`src/rtl/fixed_point_arith_unit.sv`:
```
// -----------------------------------------------------------------------------
// fixed_point_arith_unit
//   Multi-cycle fixed-point arithmetic unit for the FPU path. Operands are
//   two's-complement Q(WIDTH-FBITS).FBITS; SQRT treats its radicand as unsigned.
//   ADD/SUB complete in one cycle, MUL iterates over MUL_SLICE x MUL_SLICE
//   partial products ((WIDTH/MUL_SLICE)^2 cycles), SQRT is a bit-pair restoring
//   integer root ((WIDTH+FBITS)/2 cycles).
//
//   Build option: define FXP_SATURATE_EN to clamp signed overflow of ADD/SUB/MUL
//   to the most positive/negative value and flag it on 'overflow'. Without it,
//   results wrap and 'overflow' stays 0. Latency is the same in both builds.
//
// Ports
//   clk        in   clock
//   reset      in   asynchronous, active-high reset
//   start      in   request, sampled only while busy=0
//   operation  in   2'd0 ADD, 2'd1 SUB, 2'd2 MUL, 2'd3 SQRT
//   operand_1  in   first operand / SQRT radicand
//   operand_2  in   second operand (ignored for SQRT)
//   result     out  registered result, held until the next completion
//   ready      out  one-cycle completion pulse
//   busy       out  MUL/SQRT in flight
//   overflow   out  result saturated (valid with ready)
//   invalid    out  SQRT of a negative operand (valid with ready)
// -----------------------------------------------------------------------------
module fixed_point_arith_unit #(
  parameter int WIDTH     = 32,
  parameter int FBITS     = 10,
  parameter int MUL_SLICE = 16
) (
  input  logic             clk,
  input  logic             reset,
  input  logic             start,
  input  logic [1:0]       operation,
  input  logic [WIDTH-1:0] operand_1,
  input  logic [WIDTH-1:0] operand_2,
  output logic [WIDTH-1:0] result,
  output logic             ready,
  output logic             busy,
  output logic             overflow,
  output logic             invalid
);

  localparam logic [1:0] OP_ADD  = 2'd0;
  localparam logic [1:0] OP_SUB  = 2'd1;
  localparam logic [1:0] OP_MUL  = 2'd2;
  localparam logic [1:0] OP_SQRT = 2'd3;

  localparam int N  = WIDTH / MUL_SLICE;
  localparam int K  = (WIDTH + FBITS) / 2;
  localparam int IW = (N > 1) ? $clog2(N) : 1;
  localparam int CW = $clog2(K) + 1;

  localparam logic [WIDTH-1:0] SAT_MIN = {1'b1, {(WIDTH-1){1'b0}}};
  localparam logic [WIDTH-1:0] SAT_MAX = ~SAT_MIN;

`ifdef FXP_SATURATE_EN
  localparam bit SAT_EN = 1'b1;
`else
  localparam bit SAT_EN = 1'b0;
`endif

  typedef enum logic [1:0] {
    ST_IDLE = 2'd0,
    ST_MUL  = 2'd1,
    ST_SQRT = 2'd2
  } state_t;

  // Clamp value for a saturated result of the given sign.
  function automatic logic [WIDTH-1:0] sat_value(input logic neg);
    sat_value = neg ? SAT_MIN : SAT_MAX;
  endfunction

  state_t               state_q, state_d;
  logic [WIDTH-1:0]     result_q, result_d;
  logic                 ready_q, ready_d;
  logic                 busy_q, busy_d;
  logic                 ovf_q, ovf_d;
  logic                 inv_q, inv_d;

  logic [WIDTH-1:0]     a_mag_q, a_mag_d;
  logic [WIDTH-1:0]     b_mag_q, b_mag_d;
  logic                 neg_q, neg_d;
  logic [2*WIDTH-1:0]   acc_q, acc_d;
  logic [IW-1:0]        i_q, i_d;
  logic [IW-1:0]        j_q, j_d;

  logic [2*K-1:0]       rad_q, rad_d;
  logic [K+1:0]         rem_q, rem_d;
  logic [K-1:0]         root_q, root_d;
  logic [CW-1:0]        cnt_q, cnt_d;

  // ADD/SUB: evaluated directly on the request-cycle operands.
  logic [WIDTH-1:0] add_sum_s, sub_diff_s;
  logic             add_ovf_s, sub_ovf_s;

  assign add_sum_s  = operand_1 + operand_2;
  assign sub_diff_s = operand_1 - operand_2;
  assign add_ovf_s  = SAT_EN && (operand_1[WIDTH-1] == operand_2[WIDTH-1])
                             && (add_sum_s[WIDTH-1] != operand_1[WIDTH-1]);
  assign sub_ovf_s  = SAT_EN && (operand_1[WIDTH-1] != operand_2[WIDTH-1])
                             && (sub_diff_s[WIDTH-1] != operand_1[WIDTH-1]);

  // MUL datapath: one slice product per cycle, placed at its (i+j) slice offset.
  logic [MUL_SLICE-1:0]   a_sl_s, b_sl_s;
  logic [2*MUL_SLICE-1:0] pp_s;
  logic [2*WIDTH-1:0]     pp_ext_s, acc_sum_s;
  logic [WIDTH-1:0]       mag_res_s, mul_wrap_s;
  logic                   mul_ovf_s, mul_last_s;

  assign a_sl_s     = a_mag_q[int'(i_q)*MUL_SLICE +: MUL_SLICE];
  assign b_sl_s     = b_mag_q[int'(j_q)*MUL_SLICE +: MUL_SLICE];
  assign pp_s       = {{MUL_SLICE{1'b0}}, a_sl_s} * {{MUL_SLICE{1'b0}}, b_sl_s};
  assign acc_sum_s  = acc_q + (pp_ext_s << ((int'(i_q) + int'(j_q)) * MUL_SLICE));
  assign mag_res_s  = acc_sum_s[WIDTH+FBITS-1:FBITS];
  assign mul_wrap_s = neg_q ? -mag_res_s : mag_res_s;
  assign mul_last_s = (i_q == IW'(N-1)) && (j_q == IW'(N-1));

  // A negative result may reach exactly 2^(WIDTH-1); a positive one may not.
  assign mul_ovf_s  = SAT_EN && ((|acc_sum_s[2*WIDTH-1:WIDTH+FBITS]) ||
                      (neg_q ? (mag_res_s[WIDTH-1] && (|mag_res_s[WIDTH-2:0]))
                             : mag_res_s[WIDTH-1]));

  // Zero-extend the slice product to accumulator width.
  always_comb begin
    pp_ext_s                    = '0;
    pp_ext_s[2*MUL_SLICE-1:0]   = pp_s;
  end

  // SQRT datapath: bring down the next radicand bit pair and try (4*root + 1).
  logic [K+1:0] rem_shift_s, trial_s, rem_next_s;
  logic [K-1:0] root_next_s;
  logic         sq_ge_s;

  assign rem_shift_s = {rem_q[K-1:0], rad_q[2*K-1:2*K-2]};
  assign trial_s     = {root_q, 2'b01};
  assign sq_ge_s     = (rem_shift_s >= trial_s);
  assign rem_next_s  = sq_ge_s ? (rem_shift_s - trial_s) : rem_shift_s;
  assign root_next_s = {root_q[K-2:0], sq_ge_s};

  // Fraction bits below the result and the remainder's headroom bits are
  // never needed after the final step.
  logic unused_s;
  assign unused_s = ^{acc_sum_s[FBITS-1:0], rem_q[K+1:K]};

  // Next-state and datapath control.
  always_comb begin
    state_d  = state_q;
    result_d = result_q;
    ready_d  = 1'b0;
    ovf_d    = ovf_q;
    inv_d    = inv_q;
    a_mag_d  = a_mag_q;
    b_mag_d  = b_mag_q;
    neg_d    = neg_q;
    acc_d    = acc_q;
    i_d      = i_q;
    j_d      = j_q;
    rad_d    = rad_q;
    rem_d    = rem_q;
    root_d   = root_q;
    cnt_d    = cnt_q;

    case (state_q)
      ST_IDLE: begin
        if (start) begin
          case (operation)
            OP_ADD: begin
              result_d = add_ovf_s ? sat_value(operand_1[WIDTH-1]) : add_sum_s;
              ovf_d    = add_ovf_s;
              inv_d    = 1'b0;
              ready_d  = 1'b1;
            end
            OP_SUB: begin
              result_d = sub_ovf_s ? sat_value(operand_1[WIDTH-1]) : sub_diff_s;
              ovf_d    = sub_ovf_s;
              inv_d    = 1'b0;
              ready_d  = 1'b1;
            end
            OP_MUL: begin
              // Magnitudes as WIDTH-bit unsigned: the most negative value is exact.
              a_mag_d = operand_1[WIDTH-1] ? -operand_1 : operand_1;
              b_mag_d = operand_2[WIDTH-1] ? -operand_2 : operand_2;
              neg_d   = operand_1[WIDTH-1] ^ operand_2[WIDTH-1];
              acc_d   = '0;
              i_d     = '0;
              j_d     = '0;
              state_d = ST_MUL;
            end
            OP_SQRT: begin
              if (operand_1[WIDTH-1]) begin
                result_d = '0;
                ovf_d    = 1'b0;
                inv_d    = 1'b1;
                ready_d  = 1'b1;
              end else begin
                rad_d   = {operand_1, {FBITS{1'b0}}};
                rem_d   = '0;
                root_d  = '0;
                cnt_d   = CW'(K-1);
                state_d = ST_SQRT;
              end
            end
            default: begin
              state_d = ST_IDLE;
            end
          endcase
        end else begin
          state_d = ST_IDLE;
        end
      end

      ST_MUL: begin
        acc_d = acc_sum_s;
        if (mul_last_s) begin
          result_d = mul_ovf_s ? sat_value(neg_q) : mul_wrap_s;
          ovf_d    = mul_ovf_s;
          inv_d    = 1'b0;
          ready_d  = 1'b1;
          state_d  = ST_IDLE;
        end else if (j_q == IW'(N-1)) begin
          j_d = '0;
          i_d = i_q + IW'(1);
        end else begin
          j_d = j_q + IW'(1);
        end
      end

      ST_SQRT: begin
        rad_d  = {rad_q[2*K-3:0], 2'b00};
        rem_d  = rem_next_s;
        root_d = root_next_s;
        if (cnt_q == '0) begin
          result_d = WIDTH'(root_next_s);
          ovf_d    = 1'b0;
          inv_d    = 1'b0;
          ready_d  = 1'b1;
          state_d  = ST_IDLE;
        end else begin
          cnt_d = cnt_q - CW'(1);
        end
      end

      default: begin
        state_d = ST_IDLE;
      end
    endcase

    busy_d = (state_d != ST_IDLE);
  end

  // State and datapath registers; reset aborts any operation in flight.
  always_ff @(posedge clk or posedge reset) begin
    if (reset) begin
      state_q  <= ST_IDLE;
      result_q <= '0;
      ready_q  <= 1'b0;
      busy_q   <= 1'b0;
      ovf_q    <= 1'b0;
      inv_q    <= 1'b0;
      a_mag_q  <= '0;
      b_mag_q  <= '0;
      neg_q    <= 1'b0;
      acc_q    <= '0;
      i_q      <= '0;
      j_q      <= '0;
      rad_q    <= '0;
      rem_q    <= '0;
      root_q   <= '0;
      cnt_q    <= '0;
    end else begin
      state_q  <= state_d;
      result_q <= result_d;
      ready_q  <= ready_d;
      busy_q   <= busy_d;
      ovf_q    <= ovf_d;
      inv_q    <= inv_d;
      a_mag_q  <= a_mag_d;
      b_mag_q  <= b_mag_d;
      neg_q    <= neg_d;
      acc_q    <= acc_d;
      i_q      <= i_d;
      j_q      <= j_d;
      rad_q    <= rad_d;
      rem_q    <= rem_d;
      root_q   <= root_d;
      cnt_q    <= cnt_d;
    end
  end

  assign result   = result_q;
  assign ready    = ready_q;
  assign busy     = busy_q;
  assign overflow = ovf_q;
  assign invalid  = inv_q;

endmodule

```
`config.mk`:
```
export PLATFORM = sky130hd
export DESIGN_NAME = fixed_point_arith_unit
export DESIGN_NICKNAME = d
export VERILOG_FILES = /design/src/rtl/fixed_point_arith_unit.sv
export SDC_FILE = /design/constraint.sdc
export NUM_CORES = 2
export LEC_CHECK = 0
export CAP_MARGIN = 30
export CORE_MARGIN = 4
export CORE_UTILIZATION = 43
export CTS_CLUSTER_SIZE = 16
export DETAILED_ROUTE_END_ITERATION = 7
export GPL_TIMING_DRIVEN = 0
export HOLD_SLACK_MARGIN = 0.1
export MAX_ROUTING_LAYER = met4
export SLEW_MARGIN = 25
export SYNTH_ARGS = -nofsm -noshare
export SYNTH_HDL_FRONTEND = slang
export SYNTH_SLANG_ARGS = --single-unit
```
`constraint.sdc`:
```
create_clock -name clk -period 10.24 [get_ports clk]
set_clock_uncertainty 0.2 [all_clocks]
set_input_delay 2.048 -clock clk [delete_from_list [all_inputs] [get_ports clk]]
set_output_delay 2.048 -clock clk [all_outputs]
set_load 0.01 [all_outputs]
```
==> flow_summary.toml <==
[synth]
synth.ff_latch_count = 226
synth_top_area_share = 0.217
yosysSeqAreaShare = 0.217
synth_area_leaders = "dfrtp_1 22%, fa_1 15%, ha_1 10%"
synth_ff_type = "dfrtp_1"
synth_area_um2 = 26000
async_flop_share = 1.00
ys_top_cells_by_count = "434 x nand2_1, 313 x inv_1, 253 x o21ai_0"
synth_fa_ha_area_frac = 0.251
muxShareOfSynthArea = 0.0416
netlist-cell-type-count = 94
yosys.cell_count.top_type = "nand2_1"
synth.avg_cell_area_um2 = 8.41
syn_nets = 3568
yosys.area_share.simple = 0.166
synth-edff-count = 0
synth_top_family_by_area = "adder cells"
syn_inst = 3094
synth_xor_area_frac = 0.0760
synth_top_cell_by_area = "dfrtp_1"
ys.warnings.count = 0
synth_compound_area_frac = 0.180

[floorplan]
die_area_um2 = 64500
coreArea_um2 = 59500
die_x_um = 254
num_rows = 89
initial_core_util = 0.438
die_h_um = 254
ios = 105

[setup_path]
cpMostUsedCell = "fa_1"
max_stage_delay_ns = 0.54
reg2reg_slack_ns = -0.03
arrival_ns = 10.53
cp-end-kind = "flip-flop"
cp_slowest_cell = "fa_1"
critPathMaxFanout = 8
cp.required_ns = 10.50
worstSetupPathType = "reg2reg"
cp-start-kind = "flip-flop"

[final_layout]
n_antenna_cell = 0
final_layout_size_suffix_gt1_frac = 0.124
multi_input_area_um2 = 19800
finish.utilization = 0.522
fillers = 5659
syn2layout_area_growth_pct = 19.4
nNetsFinal = 3770
register_area_um2 = 5660
final_area_um2 = 31100

[global_route]
grt_pass1_wl_um = 140000
antenna_found_initial = 0
overflow = 0
track_usage = 0.288
grt_pass1_vias = 23899
grt_max_degree = 93

[clocking]
cts_max_path_buffers = 3
cts_sinks = 226
clk_latency_ns = 0.59
htree_levels = 1
ctsHoldBuffers = 0
path_clk_slew_ns = 0.06
cts_made_buffers = 28
cts_root_buf = "clkbuf_16"
cts_tree = "built"

[detailed_routing]
dr.pass1.iters = 8
drc = 0
drt_iter0_markers = 1796
ant_nets = 0
wirelength_um = 92100
via_per_inst = 5.81
wl_per_cell_um = 22.5
vias = 23755

[timing]
period_minus_slack_ns = 10.27
max_freq_mhz = 97.3
finalHoldViolCount = 0
hold_slack_ns = 0.284
slew_headroom = 0.410
finalSetupViolCount = 2
min_period_over_period = 1.00
finalSetupTns_ns = -0.0509
tightest_slew_ns = 0.885
drv_slew = 0
fin_ws_ns = -0.0335
rsz0062_at_grt = "yes"

[placement]
gp_congestion = 1.02
placed_area_um2 = 28100
io_buffers = 93
dp_hpwl_um = 74000

[status]
violations = "negative setup slack"
status = "finished with violations"

[job]
cap_violations = 0

[worst_hold_path]
hold_class = "reg2reg"
[state kept, by name (all words and copies together), names as in the netlist, 2 cells and up]
name / count
rem_q: 21
result: 32
rad_q: 32
b_mag_q: 32
root_q: 21
a_mag_q: 32
cnt_q: 6
acc_q: 42
state_q: 2
[final timing paths]
path                                       startpoint  cells after the start                      to
worst max register to register        i_q$_DFFE_PP0P_                     39  result[25]$_DFFE_PP0P_
min in group asynchronous                       reset                      2   acc_q[24]$_DFFE_PP0P_
worst min register to register  rad_q[33]$_DFFE_PP0P_                      2   rad_q[33]$_DFFE_PP0P_
worst min-delay path            rad_q[33]$_DFFE_PP0P_                      2   rad_q[33]$_DFFE_PP0P_
max in group asynchronous                       reset                      3   rad_q[11]$_DFFE_PP0P_
worst max-delay path                  i_q$_DFFE_PP0P_                     39  result[25]$_DFFE_PP0P_
[cell usage in the layout, fill, tap and decap left out, drive strengths merged, types with 53 or more instances in the layout]
cell           count
a21o              55
a21oi            120
buf              113
clkbuf           146
clkdlybuf4s50     93
dfrtp            226
fa               196
ha               209
inv              316
mux2i             71
nand2            434
nand3             53
nor2             243
o21ai            273
xnor2             92
xor2             133
[timing repair]
| action | 4_1_cts | 5_1_grt |
|---|---|---|
| setup buffers | 53 | 30 |
| endpoints found under the setup margin | 51 | 27 |
| resized for setup | 164 | 133 |
| pin swaps | 34 | 70 |
| cloned | 1 | 2 |
[worst max-delay path: cells and delay by family, from the launching register on]
| family | cells | cell delay [ns] |
|---|---|---|
| xor gates and xnor gates | 3 | 0.49 |
| muxes | 1 | 0.38 |
| adders and majority gates | 8 | 3.59 |
| DFF | 1 | 0.49 |
| AOI/OAI and AO/OA | 13 | 2.85 |
| and+or+nand+nor | 5 | 1.07 |
| buffers and inverters | 9 | 1.04 |
[final cells by class]
type | count | area share
Timing Repair Buffer | 183 | 0.0542
Clock inverter | 15 | 0.00797
Inverter | 313 | 0.0381
Tap cell | 773 | 0.0311
Clock buffer | 37 | 0.0256
Buffer | 132 | 0.0231
Multi-Input combinational cell | 2412 | 0.638
Sequential cell | 226 | 0.182
[kinds of logic after synthesis]
family,count (synthesis)
buffers and inverters,457
adders and majority gates,405
other,1
and+or+nand+nor,955
AOI/OAI and AO/OA,721
DFF,226
muxes,104
xor gates and xnor gates,225
[routing by layer]
| metal | up-vias | wire [um] | global-route usage |
|---|---|---|---|
| met2 | 834 | 42100 | 0.449 |
| met1 | 11739 | 40000 | 0.385 |
| met5 | - | 0 | - |
| met3 | 198 | 5070 | 0.0267 |
| met4 | 0 | 4890 | 0.126 |
| li1 | 10984 | - | - |
[per-stage QoR]
step | std cells | worst slack [ns]
6_report | 4091 | -0.0335
5_1_grt | 4091 | -0.336
4_1_cts | 4061 | -0.110
3_5_place_dp | 3964 | -1.80
3_3_place_gp | 3960 | -1.80
2_1_floorplan | 3094 | 0.0145
Power is not shown: default switching activity piles up to over one toggle a cycle in this logic, so the estimate is an artifact.
